### src/rtl/agg_pkg.sv
// agg_pkg: shared definitions for the aggregation stage.
//   - activation mode encodings (value 3 is handled like RAW)
//   - two-state FSM type
//   - accumulator width helper: N bits of input plus log2(LEN) growth bits
package agg_pkg;

  localparam logic [1:0] ACT_RAW  = 2'd0;
  localparam logic [1:0] ACT_RELU = 2'd1;
  localparam logic [1:0] ACT_NEG  = 2'd2;

  typedef enum logic {
    S_ACC = 1'b0,
    S_OUT = 1'b1
  } state_t;

  // Summing LEN N-bit signed values needs at most $clog2(LEN) extra bits.
  function automatic int acc_width(input int n, input int len);
    return n + $clog2(len);
  endfunction

endpackage

### src/rtl/agg_act_clamp.sv
// agg_act_clamp: per-channel activation and clamp (combinational).
//   sum  : ACC_W-bit signed accumulated value
//   mode : activation select (RAW / RELU / NEG, 3 behaves as RAW)
//   res  : N-bit signed result
//   sat  : result was clamped to the N-bit range
module agg_act_clamp
  import agg_pkg::*;
#(
  parameter int N     = 12,
  parameter int ACC_W = 15
) (
  input  logic [ACC_W-1:0] sum,
  input  logic [1:0]       mode,
  output logic [N-1:0]     res,
  output logic             sat
);

  // N-bit signed limits, sign-extended to the accumulator width.
  localparam logic signed [ACC_W-1:0] MAXV = {{(ACC_W-N+1){1'b0}}, {(N-1){1'b1}}};
  localparam logic signed [ACC_W-1:0] MINV = {{(ACC_W-N+1){1'b1}}, {(N-1){1'b0}}};
  localparam logic [N-1:0] MAXN = {1'b0, {(N-1){1'b1}}};
  localparam logic [N-1:0] MINN = {1'b1, {(N-1){1'b0}}};

  logic signed [ACC_W-1:0] s;
  logic                    over, under;
  logic [N-1:0]            clamped;

  assign s     = sum;
  assign over  = (s > MAXV);
  assign under = (s < MINV);

  always_comb begin
    if (over)       clamped = MAXN;
    else if (under) clamped = MINN;
    else            clamped = sum[N-1:0];
  end

  always_comb begin
    res = clamped;
    sat = over | under;
    case (mode)
      ACT_RELU: begin
        // Negative sums go to zero; that is not counted as saturation.
        if (s[ACC_W-1]) begin
          res = '0;
          sat = 1'b0;
        end else begin
          res = clamped;
          sat = over;
        end
      end
      ACT_NEG: res = ~clamped;
      default: ;
    endcase
  end

endmodule

### src/rtl/agg_acc.sv
// agg_acc: multi-channel accumulate-and-activate stage.
// Accepts CH signed N-bit partial sums per beat, accumulates LEN beats per
// channel, then emits one activated/clamped CH-wide result word.
//   clk, rst_n          : clock, async active-low reset
//   clr                 : synchronous abort (drops partial sums and result)
//   act_mode            : activation select, sampled with the final beat
//   in_valid/in_ready   : input handshake, in_data channel c at [c*N +: N]
//   out_valid/out_ready : output handshake
//   out_data, out_sat   : registered result word and per-channel clamp flags
module agg_acc
  import agg_pkg::*;
#(
  parameter int N     = 12,
  parameter int CH    = 4,
  parameter int LEN   = 8,
  parameter int ACC_W = acc_width(N, LEN)
) (
  input  logic            clk,
  input  logic            rst_n,
  input  logic            clr,
  input  logic [1:0]      act_mode,
  input  logic            in_valid,
  output logic            in_ready,
  input  logic [CH*N-1:0] in_data,
  output logic            out_valid,
  input  logic            out_ready,
  output logic [CH*N-1:0] out_data,
  output logic [CH-1:0]   out_sat
);

  localparam int CNT_W = $clog2(LEN);
  localparam logic [CNT_W-1:0] LAST = CNT_W'(LEN - 1);

  state_t state_q, state_d;
  logic   run_q;  // low during reset so in_ready reads 0 while rst_n is low

  logic [CH-1:0][N-1:0]     in_ch;
  logic [CH-1:0][ACC_W-1:0] acc_q, sum_nx;
  logic [CH-1:0][N-1:0]     res, data_q;
  logic [CH-1:0]            sat, sat_q;
  logic [CNT_W-1:0]         cnt_q;
  logic                     accept, last_beat;

  assign in_ch     = in_data;
  assign in_ready  = run_q & (state_q == S_ACC);
  assign accept    = in_valid & in_ready;
  assign last_beat = accept & (cnt_q == LAST);
  assign out_valid = (state_q == S_OUT);
  assign out_data  = data_q;
  assign out_sat   = sat_q;

  // Per-channel sum including the beat on the bus and its activation.
  for (genvar c = 0; c < CH; c++) begin : g_ch
    assign sum_nx[c] = acc_q[c] + {{(ACC_W-N){in_ch[c][N-1]}}, in_ch[c]};

    agg_act_clamp #(.N(N), .ACC_W(ACC_W)) u_clamp (
      .sum  (sum_nx[c]),
      .mode (act_mode),
      .res  (res[c]),
      .sat  (sat[c])
    );
  end

  always_comb begin
    state_d = state_q;
    if (clr) begin
      state_d = S_ACC;
    end else begin
      case (state_q)
        S_ACC:   if (last_beat) state_d = S_OUT;
        S_OUT:   if (out_ready) state_d = S_ACC;
        default: state_d = S_ACC;
      endcase
    end
  end

  always_ff @(posedge clk or negedge rst_n) begin
    if (!rst_n) begin
      state_q <= S_ACC;
      run_q   <= 1'b0;
    end else begin
      state_q <= state_d;
      run_q   <= 1'b1;
    end
  end

  // clr wins over a beat accepted in the same cycle; that beat is dropped.
  always_ff @(posedge clk or negedge rst_n) begin
    if (!rst_n) begin
      acc_q  <= '0;
      cnt_q  <= '0;
      data_q <= '0;
      sat_q  <= '0;
    end else if (clr) begin
      acc_q  <= '0;
      cnt_q  <= '0;
      data_q <= '0;
      sat_q  <= '0;
    end else if (last_beat) begin
      acc_q  <= '0;
      cnt_q  <= '0;
      data_q <= res;
      sat_q  <= sat;
    end else if (accept) begin
      acc_q  <= sum_nx;
      cnt_q  <= cnt_q + 1'b1;
    end
  end

endmodule

### config.mk
export PLATFORM = sky130hd
export DESIGN_NAME = agg_acc
export DESIGN_NICKNAME = d
export VERILOG_FILES = /design/src/rtl/agg_pkg.sv /design/src/rtl/agg_act_clamp.sv /design/src/rtl/agg_acc.sv
export SDC_FILE = /design/constraint.sdc
export NUM_CORES = 1
export LEC_CHECK = 0
export BUFFER_PORTS_ARGS = -buffer_cell sky130_fd_sc_hd__buf_2
export CAP_MARGIN = 20
export CORE_MARGIN = 2
export CORE_UTILIZATION = 40
export CTS_CLUSTER_SIZE = 16
export DETAILED_ROUTE_END_ITERATION = 16
export GPL_ROUTABILITY_DRIVEN = 0
export PLACE_DENSITY_LB_ADDON = 0.05
export SETUP_SLACK_MARGIN = 0.02
export SKIP_LAST_GASP = 1
export SLEW_MARGIN = 20
export SYNTH_ARGS = -nofsm -noshare
export SYNTH_HDL_FRONTEND = slang
export SYNTH_SLANG_ARGS = --single-unit
### constraint.sdc
create_clock -name clk -period 4.5 [get_ports clk]
set_clock_uncertainty 0.15 [all_clocks]
set_input_delay 0.225 -clock clk [delete_from_list [all_inputs] [get_ports clk]]
set_output_delay 0.225 -clock clk [all_outputs]
set_load 0.05 [all_outputs]
==> impl_metrics.env, run 1 <==
export IMPL_ys_top_cells_by_area="dfrtp_1, ha_1, a21oi_1, a22o_1, o21ai_0"
export IMPL_multi_input_area_um2=4910
export IMPL_route_antenna_remaining_nets=0
export IMPL_internal_power_mw=2.38
export IMPL_fp_dieH_um=146
export IMPL_startpoint="acc_q[15]$_DFFE_PN0P_"
export IMPL_endpoint_required_time_on_the_critical_path_ps=4650
export IMPL_hold_path_class="input pin to flop"
export IMPL_groute_usage_overall_pct=20.4
export IMPL_synthTopCellsByCount="dfrtp_1, a21oi_1, nand2_1"
export IMPL_switching_share_pct=32.3
export IMPL_timing_max_cap_violations=0
export IMPL_reg2reg_from="acc_q[15]$_DFFE_PN0P_"
export IMPL_end_kind="flop"
export IMPL_postRouteWirelength_um=21800
export IMPL_power_sequential_fraction_pct=32.1
export IMPL_synthMostInstantiatedCell="dfrtp_1"
export IMPL_post_route_drc_count=0
export IMPL_synthArstFlopShare_pct=100
export IMPL_run_status="finished, final reports clean"
export IMPL_critical_path_max_fanout=13
export IMPL_floorplan_die_width_um=146
export IMPL_synth_edf_count=0
export IMPL_cts_sinks=117
export IMPL_vias_per_cell=5.54
export IMPL_num_fill_cells=1904
export IMPL_clock_buffer_count_from_cts=17
export IMPL_timing_max_slew_rel_slack_pct=27.5
export IMPL_postCtsSetupRepairBufs=0
export IMPL_avgRoutedWirePerCell_um=17.5
export IMPL_fraction_of_layout_instances_using_a_drive_strength_above_1_pct=17.1
export IMPL_syn_instance_count=869
export IMPL_p_leak_nw=4.95
export IMPL_share_clk_of_total_power_pct=41.2
export IMPL_power_switching_mw=1.13
export IMPL_final_max_slew_viol_count=0
export IMPL_area_growth_pct=17.9
export IMPL_post_layout_total_power_mw=3.51
export IMPL_htree_num_levels=4
export IMPL_clock_root_buffer="clkbuf_16"
export IMPL_finalHoldViolCount=0
export IMPL_sequential_cell_area_um2=2930
export IMPL_place_inst=1209
export IMPL_io_pins=109
export IMPL_finish_cell_count_without_fillers=1244
export IMPL_antenna_found_initial=0
export IMPL_fp_coreArea_um2=19600
export IMPL_globalRouteOverflowTotal=0
export IMPL_post_synthesis_sequential_element_count=117
export IMPL_total_negative_setup_slack_ps=0
export IMPL_worst_endpoint_arrival_ps=4010
export IMPL_seq_area_frac_synth_pct=36.4
export IMPL_achievable_frequency_ghz=0.259
export IMPL_finalSetupViolCount=0
export IMPL_hold_bufs_at_cts=3
export IMPL_worst_hold_startpoint="in_data[36]"
export IMPL_layout_worst_path_cycle_share_pct=85.8
export IMPL_synth_top_flop_cell="dfrtp_1"
export IMPL_post_synth_top_area_cell="dfrtp_1"
export IMPL_fin_hold_ws_ps=24.9
export IMPL_power_density_cell_area_nw_per_um2=371
export IMPL_cts_path_max_buffers=2
export IMPL_rsz0062_at_grt="false"
export IMPL_drt_pass1_iter_count=5
export IMPL_reg2reg_to="out_data[17]$_DFFE_PN0P_"
export IMPL_io_buffer_count=108
export IMPL_clock_tree_from_tritoncts="yes"
export IMPL_cts_resized=0
export IMPL_core_rowCount=51
export IMPL_maximum_number_of_pins_on_one_net_before_global_route_repair=62
export IMPL_logic_gate_share_of_total_power_pct=26.7
export IMPL_setup_reg_to_reg_worst_slack_ps=640
export IMPL_place_hpwl_um=15500
export IMPL_synthesis_yosys_warnings=0
export IMPL_synth_cell_type_count=71
export IMPL_dr_first_iter_drc_count=303
export IMPL_first_global_vias=6723
export IMPL_insertedDiodeCount=0
export IMPL_worst_hold_path_num_cells=3
export IMPL_timing_critical_path_to="out_data[17]$_DFFE_PN0P_"
export IMPL_setup_worst_path_start_class="flop"
export IMPL_synth_cell_area_um2=8040
export IMPL_tightestPinTransition_ps=1080
export IMPL_synth_fp_nets=988
export IMPL_synth_largest_type_area_fraction_pct=36.4
export IMPL_clock_slew_seen_by_the_registers_of_the_worst_setup_and_hold_paths_ps=60
export IMPL_global_route_wire_length_before_repair_um=35300
export IMPL_initial_utilization_pct=41.0
export IMPL_total_nets_final=1085
export IMPL_floorplan_die_area_um2=21300
export IMPL_clock_latency_ps=420
export IMPL_routed_via_count=6894
export IMPL_criticalPathCategory="flop to flop"
export IMPL_r2r_cells=10
export IMPL_avgSynthCellArea_um2=9.25
export IMPL_final_min_period_ps=3860
export IMPL_ir_worst_vdd_uv=254
==> logic make-up after synthesis <==
family                     after synthesis  share of synthesized area (%)
and+or+nand+nor                        232                           14.2
other                                    1                         0.0466
AOI/OAI and AO/OA                      341                           29.5
xor gates and xnor gates                46                           5.01
muxes                                   13                           1.63
DFF                                    117                           36.4
buffers and inverters                   55                           2.86
adders and majority gates               64                           10.3
==> area by class of cell <==
| class | instances | share of cell area [%] |
|---|---|---|
| Clock buffer | 19 | 4.57 |
| Clock inverter | 13 | 1.93 |
| Inverter | 11 | 0.436 |
| Multi-Input combinational cell | 697 | 51.8 |
| Sequential cell | 117 | 30.9 |
| Tap cell | 265 | 3.50 |
| Timing Repair Buffer | 122 | 6.92 |
==> stage by stage <==
stage               instance area, µm²  util (%)  setup slack [ps]
finish                            9480      48.4               640
global placement                  8830      45.1               736
floorplan                         8040         -              1280
CTS                               9470      48.4               670
detailed placement                8830      45.1               682
global route                      9480      48.4               320
==> cells in the final DEF (no fill, tap or decap), types with 5 or more instances in the layout <==
cell	count
inv_1	11
mux2i_1	12
nor2_1	37
o21ai_1	5
buf_4	12
dfrtp_1	117
a211o_1	17
nand2b_1	13
o21a_1	9
ha_1	60
nand3_1	9
buf_2	107
o21bai_1	8
nand4_1	8
o211ai_1	9
clkbuf_16	17
xor2_1	18
a22o_1	39
o21ai_0	64
nor3_1	15
nor2b_1	13
a21oi_1	87
and2_1	15
a21o_1	33
a221o_1	19
xnor2_1	27
and3_1	21
nand2_1	84
==> worst max-delay path: stages (launching register included) <==
cell and delay, ps:
dfrtp_1 380, ha_1 210, fa_1 410, a21o_1 220
a22oi_1 200, o221ai_1 230, o41ai_1 360, xor2_1 180
a31oi_1 900, a21oi_1 140, a221o_1 370
==> how the worst min path moves through the flow <==
stage,endpoint,slack (ps)
2_1_floorplan,acc_q[0]$_DFFE_PN0P_,-220
3_3_place_gp,acc_q[7]$_DFFE_PN0P_,230
3_5_place_dp,acc_q[6]$_DFFE_PN0P_,230
4_1_cts,acc_q[45]$_DFFE_PN0P_,10
5_1_grt,acc_q[15]$_DFFE_PN0P_,40
6_report,acc_q[45]$_DFFE_PN0P_,20
==> sequential cells by signal (all words and copies together), names as in the netlist <==
signal and count:
out_sat 4, acc_q 60, cnt_q 3, run_q 1
out_data 48, out_valid 1
==> metal layers <==
layer | wire [µm] | track usage, % | vias up
li1 | - | - | 3464
met1 | 10900 | 28.7 | 3308
met2 | 10100 | 33.1 | 115
met3 | 691 | 3.48 | 7
met4 | 113 | 4.51 | 0
met5 | 0 | 0 | -
==> power by group through the flow <==
stage	sequential (mW)	combinational, mW	clock (mW)
floorplan	1.14	0.704	0
global placement	1.15	0.938	0
detailed placement	1.14	0.937	0
CTS	1.13	0.943	1.48
global route	1.13	1.06	1.52
finish	1.13	0.939	1.45
Note: power is estimated with default switching activity, not from simulation.
==> run 2, diff against run 1 <==
--- a/config.mk
+++ b/config.mk
@@ -18,4 +18,5 @@
 export SLEW_MARGIN = 20
 export SYNTH_ARGS = -nofsm -noshare
 export SYNTH_HDL_FRONTEND = slang
+export SYNTH_HIERARCHICAL = 1
 export SYNTH_SLANG_ARGS = --single-unit
==> run 2 against run 1 <==
Design area rose by 5.7%. Sequential share of layout area shrank 1.7 points. Synthesized cell count increased by 4.8%. Register-to-register slack about the same. Setup slack got worse by 3.5 ps. Cell count up 3.7%. Fmax about the same. Critical endpoint is now out_data[42]$_DFFE_PN0P_. Core utilization decreased by 0.89 points. Wire length increased by 7.1%. Critical path depth increased by 3.
==> impl_metrics.env, run 2 <==
export IMPL_run_status="finished, final reports clean"
export IMPL_synthesis_yosys_warnings=6
export IMPL_routed_via_count=7493
export IMPL_drt_pass1_iter_count=5
export IMPL_finalSetupViolCount=0
export IMPL_post_synth_top_area_cell="dfrtp_1"
export IMPL_globalRouteOverflowTotal=0
export IMPL_post_route_drc_count=0
export IMPL_clock_latency_ps=420
export IMPL_cts_path_max_buffers=2
export IMPL_hold_path_class="input pin to flop"
export IMPL_floorplan_die_area_um2=22800
export IMPL_clock_tree_from_tritoncts="yes"
export IMPL_global_route_wire_length_before_repair_um=38900
export IMPL_synth_top_flop_cell="dfrtp_1"
export IMPL_io_buffer_count=108
export IMPL_largest_register_ffs=60
export IMPL_fp_coreArea_um2=21100
export IMPL_maximum_number_of_pins_on_one_net_before_global_route_repair=61
export IMPL_fraction_of_layout_instances_using_a_drive_strength_above_1_pct=17.4
export IMPL_synthTopCellsByCount="dfrtp_1, a22o_1, a21oi_1"
export IMPL_p_leak_nw=4.88
export IMPL_seq_area_frac_synth_pct=33.9
export IMPL_end_kind="flop"
export IMPL_avgRoutedWirePerCell_um=18.1
export IMPL_finalHoldViolCount=0
export IMPL_groute_usage_overall_pct=21.5
export IMPL_post_layout_total_power_mw=3.69
export IMPL_synth_largest_type_area_fraction_pct=33.9
export IMPL_achievable_frequency_ghz=0.259
export IMPL_final_min_period_ps=3860
export IMPL_clock_root_buffer="clkbuf_16"
export IMPL_initial_utilization_pct=40.9
export IMPL_mostFrequentLayoutCells="dfrtp_1, buf_2, a22o_1, a21oi_1, ha_1"
export IMPL_critical_path_max_fanout=15
export IMPL_layout_commonest_cell="dfrtp_1"
export IMPL_timing_max_cap_violations=0
export IMPL_total_nets_final=1126
export IMPL_post_synthesis_sequential_element_count=117
export IMPL_route_antenna_remaining_nets=0
export IMPL_synth_cell_area_um2=8630
export IMPL_tightestPinTransition_ps=947
export IMPL_io_pins=109
export IMPL_synth_cell_type_count=61
export IMPL_core_rowCount=53
export IMPL_layout_worst_path_cycle_share_pct=85.9
export IMPL_postRouteWirelength_um=23400
export IMPL_synth_fp_nets=1036
export IMPL_synthMostInstantiatedCell="dfrtp_1"
export IMPL_postCtsSetupRepairBufs=0
export IMPL_antenna_found_initial=2
export IMPL_setup_worst_path_start_class="flop"
export IMPL_fp_dieH_um=151
export IMPL_ir_worst_vdd_uv=199
export IMPL_top_reg_by_flops="acc_q"
export IMPL_place_hpwl_um=16700
export IMPL_setup_reg_to_reg_worst_slack_ps=640
export IMPL_dr_first_iter_drc_count=484
export IMPL_synthArstFlopShare_pct=100
export IMPL_power_density_cell_area_nw_per_um2=369
export IMPL_synth_edf_count=0
export IMPL_clock_slew_seen_by_the_registers_of_the_worst_setup_and_hold_paths_ps=60
export IMPL_rsz0062_at_grt="false"
export IMPL_avgSynthCellArea_um2=9.47
export IMPL_syn_instance_count=911
export IMPL_criticalPathCategory="flop to flop"
export IMPL_floorplan_die_width_um=151
export IMPL_ys_top_cells_by_area="dfrtp_1, a22o_1, ha_1, a21oi_1, a2bb2oi_1"
export IMPL_timing_max_slew_rel_slack_pct=36.6
export IMPL_worst_endpoint_arrival_ps=4020
export IMPL_vias_per_cell=5.81
export IMPL_first_global_vias=7422
export IMPL_cts_sinks=117
export IMPL_placedInstanceArea_um2=9410
export IMPL_clock_buffer_count_from_cts=17
export IMPL_finish_instance_area_um2=10000
export IMPL_total_negative_setup_slack_ps=0
export IMPL_area_growth_pct=16.1
export IMPL_endpoint_required_time_on_the_critical_path_ps=4660
export IMPL_final_max_slew_viol_count=0
export IMPL_htree_num_levels=4
[run 2: changes by cell type in the layout (fill, tap and decap cells not counted), moves of 31 or more]
cell and change:
a22o_1 +66, o21ai_0 -31, a2bb2oi_1 +44, nand4_1 +40
o22ai_1 +31, nand2_1 -41
[run 2: critical path: stages, from the launching register on]
cell	delay (ps)
dfrtp_1	380
ha_1	210
fa_1	420
a211oi_1	300
o21ai_0	190
nand2_1	180
o31ai_1	130
xnor2_1	260
xnor2_1	150
buf_4	230
o21ba_1	170
a21oi_1	520
o22ai_1	200
a22o_1	250
[run 2: what timing repair did]
action | CTS | global route
resized for setup | 0 | 0
hold endpoints to repair | 60 | 0
hold buffers | 4 | 0
[run 2: final timing paths]
kind / start / end / cells past startpoint
setup / recovery: acc_q[45]$_DFFE_PN0P_ / out_data[42]$_DFFE_PN0P_ / 13
hold / removal: in_valid / cnt_q[1]$_DFFE_PN0P_ / 4
setup reg to reg: acc_q[45]$_DFFE_PN0P_ / out_data[42]$_DFFE_PN0P_ / 13
hold reg to reg: out_data[4]$_DFFE_PN0P_ / out_data[4]$_DFFE_PN0P_ / 1
max in group asynchronous: rst_n / out_data[38]$_DFFE_PN0P_ / 3
min in group asynchronous: rst_n / acc_q[5]$_DFFE_PN0P_ / 2
[run 2: logic make-up (layout without fill, tap and decap cells)]
| logic type | after synthesis | after routing | synth area share (%) |
|---|---|---|---|
| compound gates | 393 | 393 | 33.1 |
| simple gates | 179 | 179 | 11.3 |
| flops | 117 | 117 | 33.9 |
| buf+inv | 89 | 192 | 4.57 |
| fa+ha+maj | 70 | 70 | 10.5 |
| xor+xnor | 47 | 47 | 4.77 |
| mux | 15 | 15 | 1.75 |
| other cells | 1 | 2 | 0.0435 |
[run 2: area by class of cell]
class                           instances  area (µm²)
Sequential cell                       117        2930
Clock buffer                           19         433
Clock inverter                         13         135
Antenna cell                            1        2.50
Inverter                               28         105
Timing Repair Buffer                  132         733
Tap cell                              275         344
Multi-Input combinational cell        705        5340
Fill cell                            2090       11100
[run 2: power breakdown]
group	internal (mW)	switching (mW)	total (mW)
registers	1.09	0.0280	1.12
logic	0.501	0.737	1.24
clock network	0.811	0.522	1.33
[run 2: layer usage]
layer  vias to the layer above  global-route usage (%)  share of wire [%]
met5                         -                       0              0.056
met4                         2                    5.14               0.80
met3                        17                    4.07                4.0
met2                       146                    34.8                 46
met1                      3575                    29.8                 49
li1                       3753                       -                  -
[run 2: metrics by stage]
step                      worst slack (ps)  hold WS (ps)  utilization, %  std cells
after global placement                 698           211            44.6       1253
after global routing                   298          61.0            47.5       1289
after floorplan                       1220          -221               -        911
final                                  636          54.0            47.5       1290
after CTS                              612          40.9            47.5       1289
after detailed placement               644           205            44.6       1253
